[config.mk]
export PLATFORM = sky130hd
export DESIGN_NAME = jk_drive_ctrl
export DESIGN_NICKNAME = d
export VERILOG_FILES = /design/src/rtl/jk_pkg.sv /design/src/rtl/jk_excite.sv /design/src/rtl/jk_drive_ctrl.sv
export SDC_FILE = /design/constraint.sdc
export NUM_CORES = 1
export LEC_CHECK = 0
export ABC_AREA = 1
export CAP_MARGIN = 15
export CORE_MARGIN = 5
export CORE_UTILIZATION = 35
export CTS_BUF_LIST = sky130_fd_sc_hd__clkbuf_8
export DETAILED_ROUTE_END_ITERATION = 7
export PLACE_DENSITY = 0.72
export SLEW_MARGIN = 25
export SYNTH_ARGS = -nofsm -noshare
export SYNTH_HDL_FRONTEND = slang
export SYNTH_SLANG_ARGS = --single-unit
[constraint.sdc]
create_clock -name clk -period 1.3 [get_ports clk]
set_clock_uncertainty 0.15 [all_clocks]
set_input_delay 0.195 -clock clk [delete_from_list [all_inputs] [get_ports clk]]
set_output_delay 0.195 -clock clk [all_outputs]
set_load 0.005 [all_outputs]
[src/rtl/jk_pkg.sv]
// Shared types and constants for the JK flip-flop bank drive controller.
// Excitation codes are packed as {j, k}.
package jk_pkg;

    typedef enum logic [1:0] {
        ST_IDLE  = 2'd0,
        ST_DRIVE = 2'd1,
        ST_CHECK = 2'd2
    } state_t;

    localparam logic [1:0] JK_HOLD = 2'b00;
    localparam logic [1:0] JK_RST  = 2'b01;
    localparam logic [1:0] JK_SET  = 2'b10;
    localparam logic [1:0] JK_TOG  = 2'b11;

    localparam logic [7:0] ERR_CNT_MAX = 8'd255;

endpackage

[src/rtl/jk_excite.sv]
// Per-bit JK excitation: picks the {j, k} pair that moves a JK flop from q to t.
// Purely combinational; the controller registers the result.
module jk_excite
    import jk_pkg::*;
(
    input  logic q,
    input  logic t,
    input  logic toggle_en,
    output logic j,
    output logic k
);

    logic [1:0] code;

    always_comb begin
        code = JK_HOLD;
        if (q != t) begin
            if (toggle_en) begin
                code = JK_TOG;
            end else if (t) begin
                code = JK_SET;
            end else begin
                code = JK_RST;
            end
        end
    end

    assign {j, k} = code;

endmodule

[src/rtl/jk_drive_ctrl.sv]
// Drives an external bank of JK flip-flops to a requested word, then checks
// the Q/Q_bar feedback and records per-bit failures and an error history.
module jk_drive_ctrl
    import jk_pkg::*;
#(
    parameter int WIDTH     = 4,
    parameter bit TOGGLE_EN = 1'b1
) (
    input  logic             clk,
    input  logic             reset,
    input  logic             tgt_valid,
    input  logic [WIDTH-1:0] tgt_data,
    output logic             tgt_ready,
    output logic [WIDTH-1:0] j,
    output logic [WIDTH-1:0] k,
    input  logic [WIDTH-1:0] q_fb,
    input  logic [WIDTH-1:0] q_bar_fb,
    output logic             done,
    output logic [WIDTH-1:0] err_mask,
    output logic             err,
    input  logic             err_clr,
    output logic [7:0]       err_cnt
);

    state_t           state_reg, state_next;
    logic [WIDTH-1:0] target_reg, target_next;
    logic [WIDTH-1:0] j_reg, j_next;
    logic [WIDTH-1:0] k_reg, k_next;
    logic             done_reg, done_next;
    logic [WIDTH-1:0] err_mask_reg, err_mask_next;
    logic             err_reg, err_next;
    logic [7:0]       err_cnt_reg, err_cnt_next;
    logic             tgt_ready_reg, tgt_ready_next;

    logic [WIDTH-1:0] exc_j;
    logic [WIDTH-1:0] exc_k;
    logic [WIDTH-1:0] check_err;
    logic             err_set;

    genvar gi;
    generate
        for (gi = 0; gi < WIDTH; gi = gi + 1) begin : g_excite
            jk_excite u_excite (
                .q         (q_fb[gi]),
                .t         (tgt_data[gi]),
                .toggle_en (TOGGLE_EN),
                .j         (exc_j[gi]),
                .k         (exc_k[gi])
            );
        end
    endgenerate

    // A bit fails if it missed the target or its complementary outputs agree.
    assign check_err = (q_fb ^ target_reg) | ~(q_bar_fb ^ q_fb);

    always_comb begin
        state_next     = state_reg;
        target_next    = target_reg;
        j_next         = '0;
        k_next         = '0;
        done_next      = 1'b0;
        err_mask_next  = err_mask_reg;
        err_cnt_next   = err_cnt_reg;
        tgt_ready_next = 1'b0;
        err_set        = 1'b0;

        case (state_reg)
            ST_IDLE: begin
                tgt_ready_next = 1'b1;
                if (tgt_valid && tgt_ready_reg) begin
                    target_next    = tgt_data;
                    j_next         = exc_j;
                    k_next         = exc_k;
                    tgt_ready_next = 1'b0;
                    state_next     = ST_DRIVE;
                end
            end
            ST_DRIVE: begin
                state_next = ST_CHECK;
            end
            ST_CHECK: begin
                err_mask_next  = check_err;
                done_next      = 1'b1;
                tgt_ready_next = 1'b1;
                state_next     = ST_IDLE;
                if (|check_err) begin
                    err_set = 1'b1;
                    if (err_cnt_reg != ERR_CNT_MAX) begin
                        err_cnt_next = err_cnt_reg + 8'd1;
                    end
                end
            end
            default: begin
                tgt_ready_next = 1'b1;
                state_next     = ST_IDLE;
            end
        endcase

        // A new failure wins over a same-cycle clear.
        err_next = err_set | (err_reg & ~err_clr);
    end

    always_ff @(posedge clk) begin
        if (reset) begin
            state_reg     <= ST_IDLE;
            target_reg    <= '0;
            j_reg         <= '0;
            k_reg         <= '0;
            done_reg      <= 1'b0;
            err_mask_reg  <= '0;
            err_reg       <= 1'b0;
            err_cnt_reg   <= '0;
            tgt_ready_reg <= 1'b1;
        end else begin
            state_reg     <= state_next;
            target_reg    <= target_next;
            j_reg         <= j_next;
            k_reg         <= k_next;
            done_reg      <= done_next;
            err_mask_reg  <= err_mask_next;
            err_reg       <= err_next;
            err_cnt_reg   <= err_cnt_next;
            tgt_ready_reg <= tgt_ready_next;
        end
    end

    assign tgt_ready = tgt_ready_reg;
    assign j         = j_reg;
    assign k         = k_reg;
    assign done      = done_reg;
    assign err_mask  = err_mask_reg;
    assign err       = err_reg;
    assign err_cnt   = err_cnt_reg;

endmodule

After elaboration in Yosys (flattened, before gate mapping)
Cells that the tools add are included.

word-level totals
  register bits after elaboration = 29
  input bits = 16
  output and inout port bits = 23

cells by class
  add/subtract/negate cells = 1
  equality and inequality tests = 8
  multiplexer cells = 11
  bitwise gates (word level) = 9
  reductions and logical operators = 6

operator list
  cell                 count
  $mux 2               5
  $add 8x1->8 const B  1
  $ne 8x8->1 const B   1
  $xor 4x4->4          2
  $mux 1               4
  $ne 1x1->1           4
  $not 4->4            1
  $or 4x4->4           1
  $pmux 2 s2           1
  $reduce_or 4->1      1
  $not 1->1            3
  $reduce_and 3->1     1
  $reduce_or 3->1      1
  $eq 2x1->1 const B   1
  $eq 2x2->1 const B   1
  $logic_not 2->1      1
  $ne 2x2->1 const B   1
  $pmux 1 s2           1
  $reduce_and 2->1     1
  $and 1x1->1          1
  $logic_and 1x1->1    1
  $or 1x1->1           1

Depth between registers and ports, before layout
Gate-level depths: netlist of the first run.

  depth after elaboration = 7
  depth in mapped cells = 11

By module
Synthesis of the first run repeated with hierarchy kept, for this count alone.

second synthesis, totals
  cells, all modules = 230
  area, all modules = 1,451.4 um^2

modules (own cells, without submodules)
  module         times used  cells an instance  area each (um^2)  seq. area each (um^2)
  jk_drive_ctrl  1           194                1,316.3           580.6
  jk_excite      4           9                  33.8              0.0

Least setup slack after synthesis of the first run
OpenSTA, ideal clock, no wires.

  path kind = reg-to-reg
  start point = reg err_cnt_reg[0] (netlist: err_cnt[0])
  end point = reg err_cnt_reg[7] (netlist: err_cnt[7])
  setup time = 111 ps
  arrival = 1,199 ps
  required time = 1,039 ps
  setup slack = -160 ps
  stages on the path, launching flop included = 11
  period minus slack after synthesis = 1,460 ps
  cell sequence = dfxtp_1 ha_1 nand2_2 nor2_4 nand2_2 nand2_2 nor2_2 nand3_1 nand2_1 nand2_1 nor2_2

on the way
  longest elaborated chain between the ends = 2
  elaborated cells on any way between the ends = 3

ends and longest elaborated chain
  item                                                                 line                  text
  start, declared                                                      jk_drive_ctrl.sv:32   logic [7:0] err_cnt_reg, err_cnt_next;
  start signal, assigned                                               jk_drive_ctrl.sv:122  err_cnt_reg <= err_cnt_next;
  parallel branches: the longest is 2 deep, another holds $add 8x1->8  n/a

Parallel ways; which one is timed is not known.
A chain may end at the register's enable or synchronous reset.

Worst setup path in the final report of the first run
  start point = reg err_cnt_reg[0] (netlist: err_cnt[0])
  end point = reg err_cnt_reg[3] (netlist: err_cnt[3])

The elaborated chain is that of the path after synthesis.

==> implementation parameters, run 1 <==
Parameter                              Value

Outcome
  Run status    finished with violations
  Failing checks    negative setup slack

Worst setup path
  Buffers plus inverters on the worst setup path    1
  Required time worst endpoint    1350 ps
  Capturing point of the worst reg2reg path    err_cnt[3]$_SDFFE_PP0P_
  Endpoint class of the critical path    register
  Critical path cell sequence    ha_4 > nand2_4 > nor2_4 > buf_4 > a21oi_4 > nand3_2 > nand2_1 > nand2_1 > nor2_2
  Cell mode on critical path    sky130_fd_sc_hd__nand2_1
  R2r setup slk    -150 ps
  CP max stage cell    sky130_fd_sc_hd__dfxtp_4
  Critical path peak fanout    3
  Arrival time worst endpoint    1510 ps
  Kind of cell with the highest combined delay on the critical path    simple AND/OR/NAND/NOR gates
  Start-to-end type of the worst setup path    register to register
  Type of origin of the critical path    register
  Delay of the slowest cell on the worst path    360 ps
  Worst-case reg-to-reg path depth    9
  Critical R2R Launch    err_cnt[0]$_SDFFE_PP0P_

Clocking
  Root buffer cell    sky130_fd_sc_hd__clkbuf_8
  H-tree levels    1
  Maximum count of clock buffers along a single path    2
  Clock transition at the registers of the reported paths    90 ps
  Number of sinks handled by clock tree synthesis    25
  Clock tree from TritonCTS    built
  Clock latency of the later-clocked register in the worst-skew pair    270 ps
  Number of buffers inserted during clock tree synthesis    3

Power
  Relative contribution of combinational cells to total power    22.3%
  Clock Power Share    27.5%
  Power density over cell area    788.6 nW/um2
  Power share of the sequential group    50.2%
  Sw Pwr    0.4477 mW
  LEAKAGE    1.047 nW
  Maximum vdd ir drop    571.7 uV
  Switching portion of total power    26.99%
  Cell Int Power    1.211 mW

Final layout
  Most common cell after layout, fill and taps aside    sky130_fd_sc_hd__nand2_1
  Growth of design area from synthesis to finish    64.97%
  Final standard cell area without fillers    2103 um2
  Number of inserted diodes    0
  Max FFs per register    8
  Share of post-route cells with drive strength above 1    42.32%
  Top library cells by usage in the layout, fill and taps aside    sky130_fd_sc_hd__nand2_1 (32), sky130_fd_sc_hd__dlygate4sd2_1 (29), sky130_fd_sc_hd__inv_1 (25)
  Nets    259

Synthesis
  Yosys Warn Count    0
  Cell count after synthesis    179
  Post-synthesis instance area    1275 um2
  Synthesized-area fraction occupied by adder cells    0.9814%
  Synth unique cells    22
  Seq cells post-synth    25
  Synthesized netlist net count    196
  Average size of a mapped cell    7.123 um2
  Post-synthesis share of cell area spent on xor and xnor gates    4.122%
  Portion of the post-synthesis area used by sequential elements    39.25%
  Synth Area in Compound Gates    6.379%
  Mux contribution to synthesized area    0%
  Largest family of logic cells by synthesized area    simple AND/OR/NAND/NOR gates
  Share of synthesized cell area in and, or, nand and nor gates    34.94%

Die
  Die area    4950 um2
  Chip Width    70.36 um
  Core region area    3606 um2
  Top-Level Pins    39
  Number of rows in the core area    22
  Overall die height    70.36 um
  Starting density of the core    35.36%

Job
  Maximum Capacitance Violations    0

Hold path
  Hold Path Class    input port to register
  Hold_sp    tgt_valid
  Endpoint of the worst hold path    tgt_ready$_SDFF_PP1_
  Number of stages on the worst hold path    2

Route
  Total wirelength of the detailed-routed design    3329 um
  Via density    4.453
  DRC violation total after the first TritonRoute iteration    44
  Residual antenna-violating net count after detailed routing    0
  First drt pass iteration count    4
  DR vias    1287
  DR WL/cell    11.52 um
  DRC violation count after routing    0

Timing
  Setup repair after global routing missed its margin    true
  Finish-stage setup viols    8
  Max Transition Viols Final    0
  Final period util    111.8%
  Max transition margin    81.37%
  Final-layout worst hold slack    95.80 ps
  Highest clock rate    688.2 MHz
  Hold Violations, Final    0
  Final critical delay including setup and external delays    1453 ps
  Minimum setup slack in the final design    -153.2 ps
  Worst Max-Slew Pin Slew    279.1 ps

GRT
  Initial antenna violation count    0
  Overflow left after global routing    0
  Overall routing resource usage    12.20%
  Largest net degree at the start of global routing    15
  Number of global-route vias before repair    1183
  Global-route wire length before repair    4919 um

Placement
  DP HPWL    2222 um
  Placed Area    1829 um2
  Total of buffers placed on input and output ports    38
  Gp weighted congestion    0.7982
==> per-layer routing <==
layer,up-vias,wire [um],GRT usage (%)
met5,-,0,0
met4,0,87,5.532
met3,12,194,4.317
met2,40,1703,21.31
met1,570,1345,13.01
li1,665,-,-
==> power by group through the flow <==
stage	Combinational, mW	Sequential, mW	Clock (mW)
finish	0.369	0.833	0.456
floorplan	0.147	0.848	0
global route	0.408	0.838	0.491
detailed placement	0.320	0.847	0
global placement	0.316	0.846	0
CTS	0.329	0.829	0.465
==> cell families after synthesis <==
logic type      after synthesis
compound gates               15
xor+xnor                      6
fa+ha+maj                     1
buf+inv                      38
flops                        25
simple gates                 94
==> metrics by stage <==
stage               total power [mW]  setup TNS, ps  setup WS [ps]  cells  utilization, %
floorplan                     0.9954         -35.77         -26.31    179               -
global placement               1.162          -6671         -460.9    277           50.73
detailed placement             1.167          -6996         -488.4    277           50.73
CTS                            1.623         -399.2         -89.52    286           54.03
global route                   1.737          -1381         -199.1    289           58.33
finish                         1.659         -715.8         -153.2    289           58.33
==> cell usage after synthesis <==
library cell / instances / area, um2
sky130_fd_sc_hd__dfxtp_1: 25 / 500.5
sky130_fd_sc_hd__a21oi_1: 5 / 25.02
sky130_fd_sc_hd__nand3_2: 3 / 30.03
sky130_fd_sc_hd__nor2_1: 27 / 101.4
sky130_fd_sc_hd__o21bai_1: 1 / 7.510
sky130_fd_sc_hd__nor3_1: 2 / 10.01
sky130_fd_sc_hd__nor2_4: 2 / 22.52
sky130_fd_sc_hd__nand3_1: 3 / 15.01
sky130_fd_sc_hd__xor2_1: 2 / 17.52
sky130_fd_sc_hd__buf_4: 4 / 30.03
sky130_fd_sc_hd__o21ai_0: 8 / 40.04
sky130_fd_sc_hd__nand4_1: 5 / 31.28
sky130_fd_sc_hd__ha_1: 1 / 12.51
sky130_fd_sc_hd__xnor2_1: 4 / 35.03
sky130_fd_sc_hd__inv_2: 4 / 15.01
sky130_fd_sc_hd__inv_1: 27 / 101.4
sky130_fd_sc_hd__clkbuf_8: 1 / 13.76
sky130_fd_sc_hd__buf_6: 2 / 22.52
sky130_fd_sc_hd__nand2_1: 36 / 135.1
sky130_fd_sc_hd__nor2_2: 8 / 50.05
sky130_fd_sc_hd__nand2_2: 8 / 50.05
sky130_fd_sc_hd__a41oi_1: 1 / 8.760
==> final cells by class <==
type | count | area [um2]
fill | 333 | 1503
multi-input combinational | 117 | 794.5
timing repair buffer | 64 | 555.5
sequential | 25 | 530.5
inverter | 31 | 116.4
tap | 48 | 60.06
clock buffer | 3 | 41.29
clock inverter | 1 | 5.005
==> how the worst max path moves through the flow <==
stage	from	to	cells past startpoint	slack, ps
2_1_floorplan	err_cnt[1]$_SDFFE_PP0P_	err_cnt[7]$_SDFFE_PP0P_	10	-30
3_3_place_gp	q_fb[3]	err_cnt[1]$_SDFFE_PP0P_	10	-460
3_5_place_dp	q_fb[0]	err_cnt[4]$_SDFFE_PP0P_	10	-490
4_1_cts	err_cnt[1]$_SDFFE_PP0P_	err_cnt[7]$_SDFFE_PP0P_	10	-90
5_1_grt	err_cnt[0]$_SDFFE_PP0P_	err_cnt[3]$_SDFFE_PP0P_	9	-200
6_report	err_cnt[0]$_SDFFE_PP0P_	err_cnt[3]$_SDFFE_PP0P_	9	-150
==> timing repair <==
| action | 4_1_cts | 5_1_grt |
|---|---|---|
| gates cloned | 1 | 0 |
| gates resized for setup | 66 | 38 |
| pin swaps | 12 | 17 |
| endpoints found under the hold margin | 0 | 0 |
| endpoints found under the setup margin | 39 | 20 |
| setup buffers | 4 | 3 |
| hold buffers | 0 | 0 |
(Power assumes the default switching activity.)
==> run 2: changes to the inputs <==
--- a/config.mk
+++ b/config.mk
@@ -8,10 +8,10 @@
 export ABC_AREA = 1
 export CAP_MARGIN = 15
 export CORE_MARGIN = 5
-export CORE_UTILIZATION = 35
+export CORE_UTILIZATION = 43
 export CTS_BUF_LIST = sky130_fd_sc_hd__clkbuf_8
 export DETAILED_ROUTE_END_ITERATION = 7
-export PLACE_DENSITY = 0.72
+export PLACE_DENSITY = 0.84
 export SLEW_MARGIN = 25
 export SYNTH_ARGS = -nofsm -noshare
 export SYNTH_HDL_FRONTEND = slang
==> implementation parameters, run 2 (synthesis gave the netlist of run 1 again) <==
Parameter                              Value

Clocking
  H-tree levels    1 (unchanged)
  Number of buffers inserted during clock tree synthesis    3 (unchanged)
  Maximum count of clock buffers along a single path    2 (unchanged)
  Clock latency of the later-clocked register in the worst-skew pair    270 ps (about the same)
  Number of sinks handled by clock tree synthesis    25 (unchanged)
  Root buffer cell    sky130_fd_sc_hd__clkbuf_8 (unchanged)
  Clock tree from TritonCTS    built (unchanged)
  Clock transition at the registers of the reported paths    80 ps (was 90 ps)
  CTS Hold Buffers Added    0 (unchanged)

Placement
  Gp weighted congestion    0.8329 (was 0.7982)
  DP HPWL    2204 um (was 2222 um)
  Total of buffers placed on input and output ports    38 (unchanged)
  Placed Area    1795 um2 (was 1829 um2)
  Total placed cells including tap cells    260 (was 277)

Worst setup path
  R2r setup slk    -120 ps (was -150 ps)
  Endpoint class of the critical path    register (unchanged)
  Type of origin of the critical path    register (unchanged)
  Arrival time worst endpoint    1440 ps (was 1510 ps)
  Cell mode on critical path    sky130_fd_sc_hd__nand2_4 (was sky130_fd_sc_hd__nand2_1)
  Required time worst endpoint    1320 ps (was 1350 ps)
  Buffers plus inverters on the worst setup path    0 (was 1)
  Setup crit end    err_cnt[7]$_SDFFE_PP0P_ (was err_cnt[3]$_SDFFE_PP0P_)
  Kind of cell with the highest combined delay on the critical path    simple AND/OR/NAND/NOR gates (unchanged)
  Crit path launch    err_cnt[0]$_SDFFE_PP0P_ (unchanged)
  Capturing point of the worst reg2reg path    err_cnt[7]$_SDFFE_PP0P_ (was err_cnt[3]$_SDFFE_PP0P_)
  CP max stage cell    sky130_fd_sc_hd__dfxtp_4 (unchanged)
  Depth of the critical timing path with buffers and inverters included    10 (was 9)
  Worst-case reg-to-reg path depth    10 (was 9)
  Critical path cell sequence    ha_4 > nand2_4 > nor2_4 > nand2_4 > nand2_4 > nor2_4 > nand3_2 > nand2_1 > nand2_1 > nor2_2 (was ha_4 > nand2_4 > nor2_4 > buf_4 > a21oi_4 > nand3_2 > nand2_1 > nand2_1 > nor2_2)
  Start-to-end type of the worst setup path    register to register (unchanged)
  Critical path peak fanout    4 (was 3)
  Delay of the slowest cell on the worst path    370 ps (was 360 ps)
  Critical R2R Launch    err_cnt[0]$_SDFFE_PP0P_ (unchanged)

Die
  Starting density of the core    45.45% (was 35.36%)
  Die area    4154 um2 (was 4950 um2)
  Chip Width    64.45 um (was 70.36 um)
  Top-Level Pins    39 (unchanged)
  Core region area    2805 um2 (was 3606 um2)
  Number of rows in the core area    19 (was 22)
  Overall die height    64.45 um (was 70.36 um)

Outcome
  Run status    finished with violations (unchanged)
  Failing checks    negative setup slack (unchanged)

Route
  Max Used Layer    met4 (unchanged)
  Via density    4.752 (was 4.453)
  First drt pass iteration count    5 (was 4)
  Post-route met1 wirelength    1151 um (was 1345 um)
  Total wirelength of the detailed-routed design    3023 um (was 3329 um)
  DRC violation total after the first TritonRoute iteration    35 (was 44)
  Wire length on met3    170 um (was 194 um)
  DR vias    1283 (was 1287)
  Residual antenna-violating net count after detailed routing    0 (unchanged)
  DR WL/cell    11.20 um (was 11.52 um)
  Length of routed met2 wiring    1663 um (was 1703 um)
  DRC violation count after routing    0 (unchanged)

GRT
  Initial antenna violation count    0 (unchanged)
  Overall routing resource usage    14.90% (was 12.20%)
  Largest net degree at the start of global routing    14 (was 15)
  Number of global-route vias before repair    1305 (was 1183)
  Overflow left after global routing    0 (unchanged)
  Global-route wire length before repair    5064 um (was 4919 um)

Timing
  Final critical delay including setup and external delays    1422 ps (was 1453 ps)
  Worst Max-Slew Pin Slew    280.6 ps (was 279.1 ps)
  Minimum setup slack in the final design    -122.3 ps (was -153.2 ps)
  Finish-stage setup viols    8 (unchanged)
  Final period util    109.4% (was 111.8%)
  Max transition margin    81.27% (was 81.37%)
  Highest clock rate    703.1 MHz (was 688.2 MHz)
  Setup repair after global routing missed its margin    true (unchanged)
  Max Transition Viols Final    0 (unchanged)
  Hold Violations, Final    0 (unchanged)

Final layout
  Max FFs per register    8 (unchanged)
  Top library cells by usage in the layout, fill and taps aside    sky130_fd_sc_hd__nand2_1 (33), sky130_fd_sc_hd__dlygate4sd2_1 (29), sky130_fd_sc_hd__inv_1 (27) (was sky130_fd_sc_hd__nand2_1 (32), sky130_fd_sc_hd__dlygate4sd2_1 (29), sky130_fd_sc_hd__inv_1 (25))
  Share of post-route cells with drive strength above 1    36.40% (was 42.32%)
  Post-route insts no fill    270 (was 289)
  Nets    257 (was 259)
  Number of inserted diodes    0 (unchanged)
  Final standard cell area without fillers    1974 um2 (was 2103 um2)
  Most common cell after layout, fill and taps aside    sky130_fd_sc_hd__nand2_1 (unchanged)
  Growth of design area from synthesis to finish    54.86% (was 64.97%)

Power
  Switching portion of total power    26.66% (was 26.99%)
  Cell Int Power    1.174 mW (was 1.211 mW)
  Power share of the sequential group    51.9% (was 50.2%)
  Clock Power Share    28.4% (was 27.5%)
  Maximum vdd ir drop    609.4 uV (was 571.7 uV)
  Relative contribution of combinational cells to total power    19.8% (was 22.3%)
  Sw Pwr    0.4266 mW (was 0.4477 mW)
  LEAKAGE    1.044 nW (was 1.047 nW)
  Final Power    1.600 mW (was 1.659 mW)
  Power density over cell area    810.6 nW/um2 (was 788.6 nW/um2)

Job
  Maximum Capacitance Violations    0 (unchanged)

Hold path
  Hold Path Class    input port to register (unchanged)
-- run 2: power by group through the flow --
stage / Combinational, mW / Clock [mW] / Sequential [mW]
after global placement: 0.306 / 0 / 0.845
final: 0.317 / 0.454 / 0.830
after detailed placement: 0.313 / 0 / 0.846
after CTS: 0.308 / 0.467 / 0.828
after global routing: 0.352 / 0.493 / 0.837
after floorplan: 0.147 / 0 / 0.848
-- run 2: worst min path at each step --
stage,end,startpoint,depth (start not counted)
after CTS,j[0]$_SDFF_PP0_,q_fb[0],4
after global placement,err$_SDFF_PP0_,err$_SDFF_PP0_,2
after global routing,tgt_ready$_SDFF_PP1_,tgt_valid,2
final,tgt_ready$_SDFF_PP1_,tgt_valid,2
after detailed placement,err$_SDFF_PP0_,err$_SDFF_PP0_,2
after floorplan,state_reg[1]$_SDFFE_PP0P_,reset,1
-- run 2: through the flow --
| step | hold WS, ps | TNS, ps | util [%] | worst slack, ps |
|---|---|---|---|---|
| 2_1_floorplan | 127.4 | -35.77 | - | -26.31 |
| 3_3_place_gp | 303.2 | -6096 | 64.01 | -443.1 |
| 3_5_place_dp | 313.5 | -6816 | 64.01 | -510.2 |
| 4_1_cts | 313.4 | -520.4 | 68.55 | -118.6 |
| 5_1_grt | 87.23 | -1046 | 70.38 | -187.6 |
| 6_report | 50.45 | -514.1 | 70.38 | -122.3 |
-- run 2: what timing repair did --
item / CTS / global route
gates cloned: 1 / 0
buffers inserted: 4 / 1
gates resized for setup: 67 / 18
endpoints found under the setup margin: 39 / 19
pin swaps: 19 / 13
-- run 2: metal layers --
layer | vias up | track usage [%]
li1 | 661 | -
met1 | 582 | 14.73
met2 | 35 | 30.15
met3 | 5 | 3.800
met4 | 0 | 4.222
met5 | - | 0
-- run 2: cell type report --
| class | count | area (um2) |
|---|---|---|
| Inverter | 31 | 116.4 |
| Timing Repair Buffer | 62 | 528.0 |
| Multi-Input combinational cell | 117 | 715.7 |
| Sequential cell | 25 | 530.5 |
| Fill cell | 246 | 830.8 |
| Clock buffer | 3 | 41.29 |
| Tap cell | 31 | 38.79 |
| Clock inverter | 1 | 3.754 |
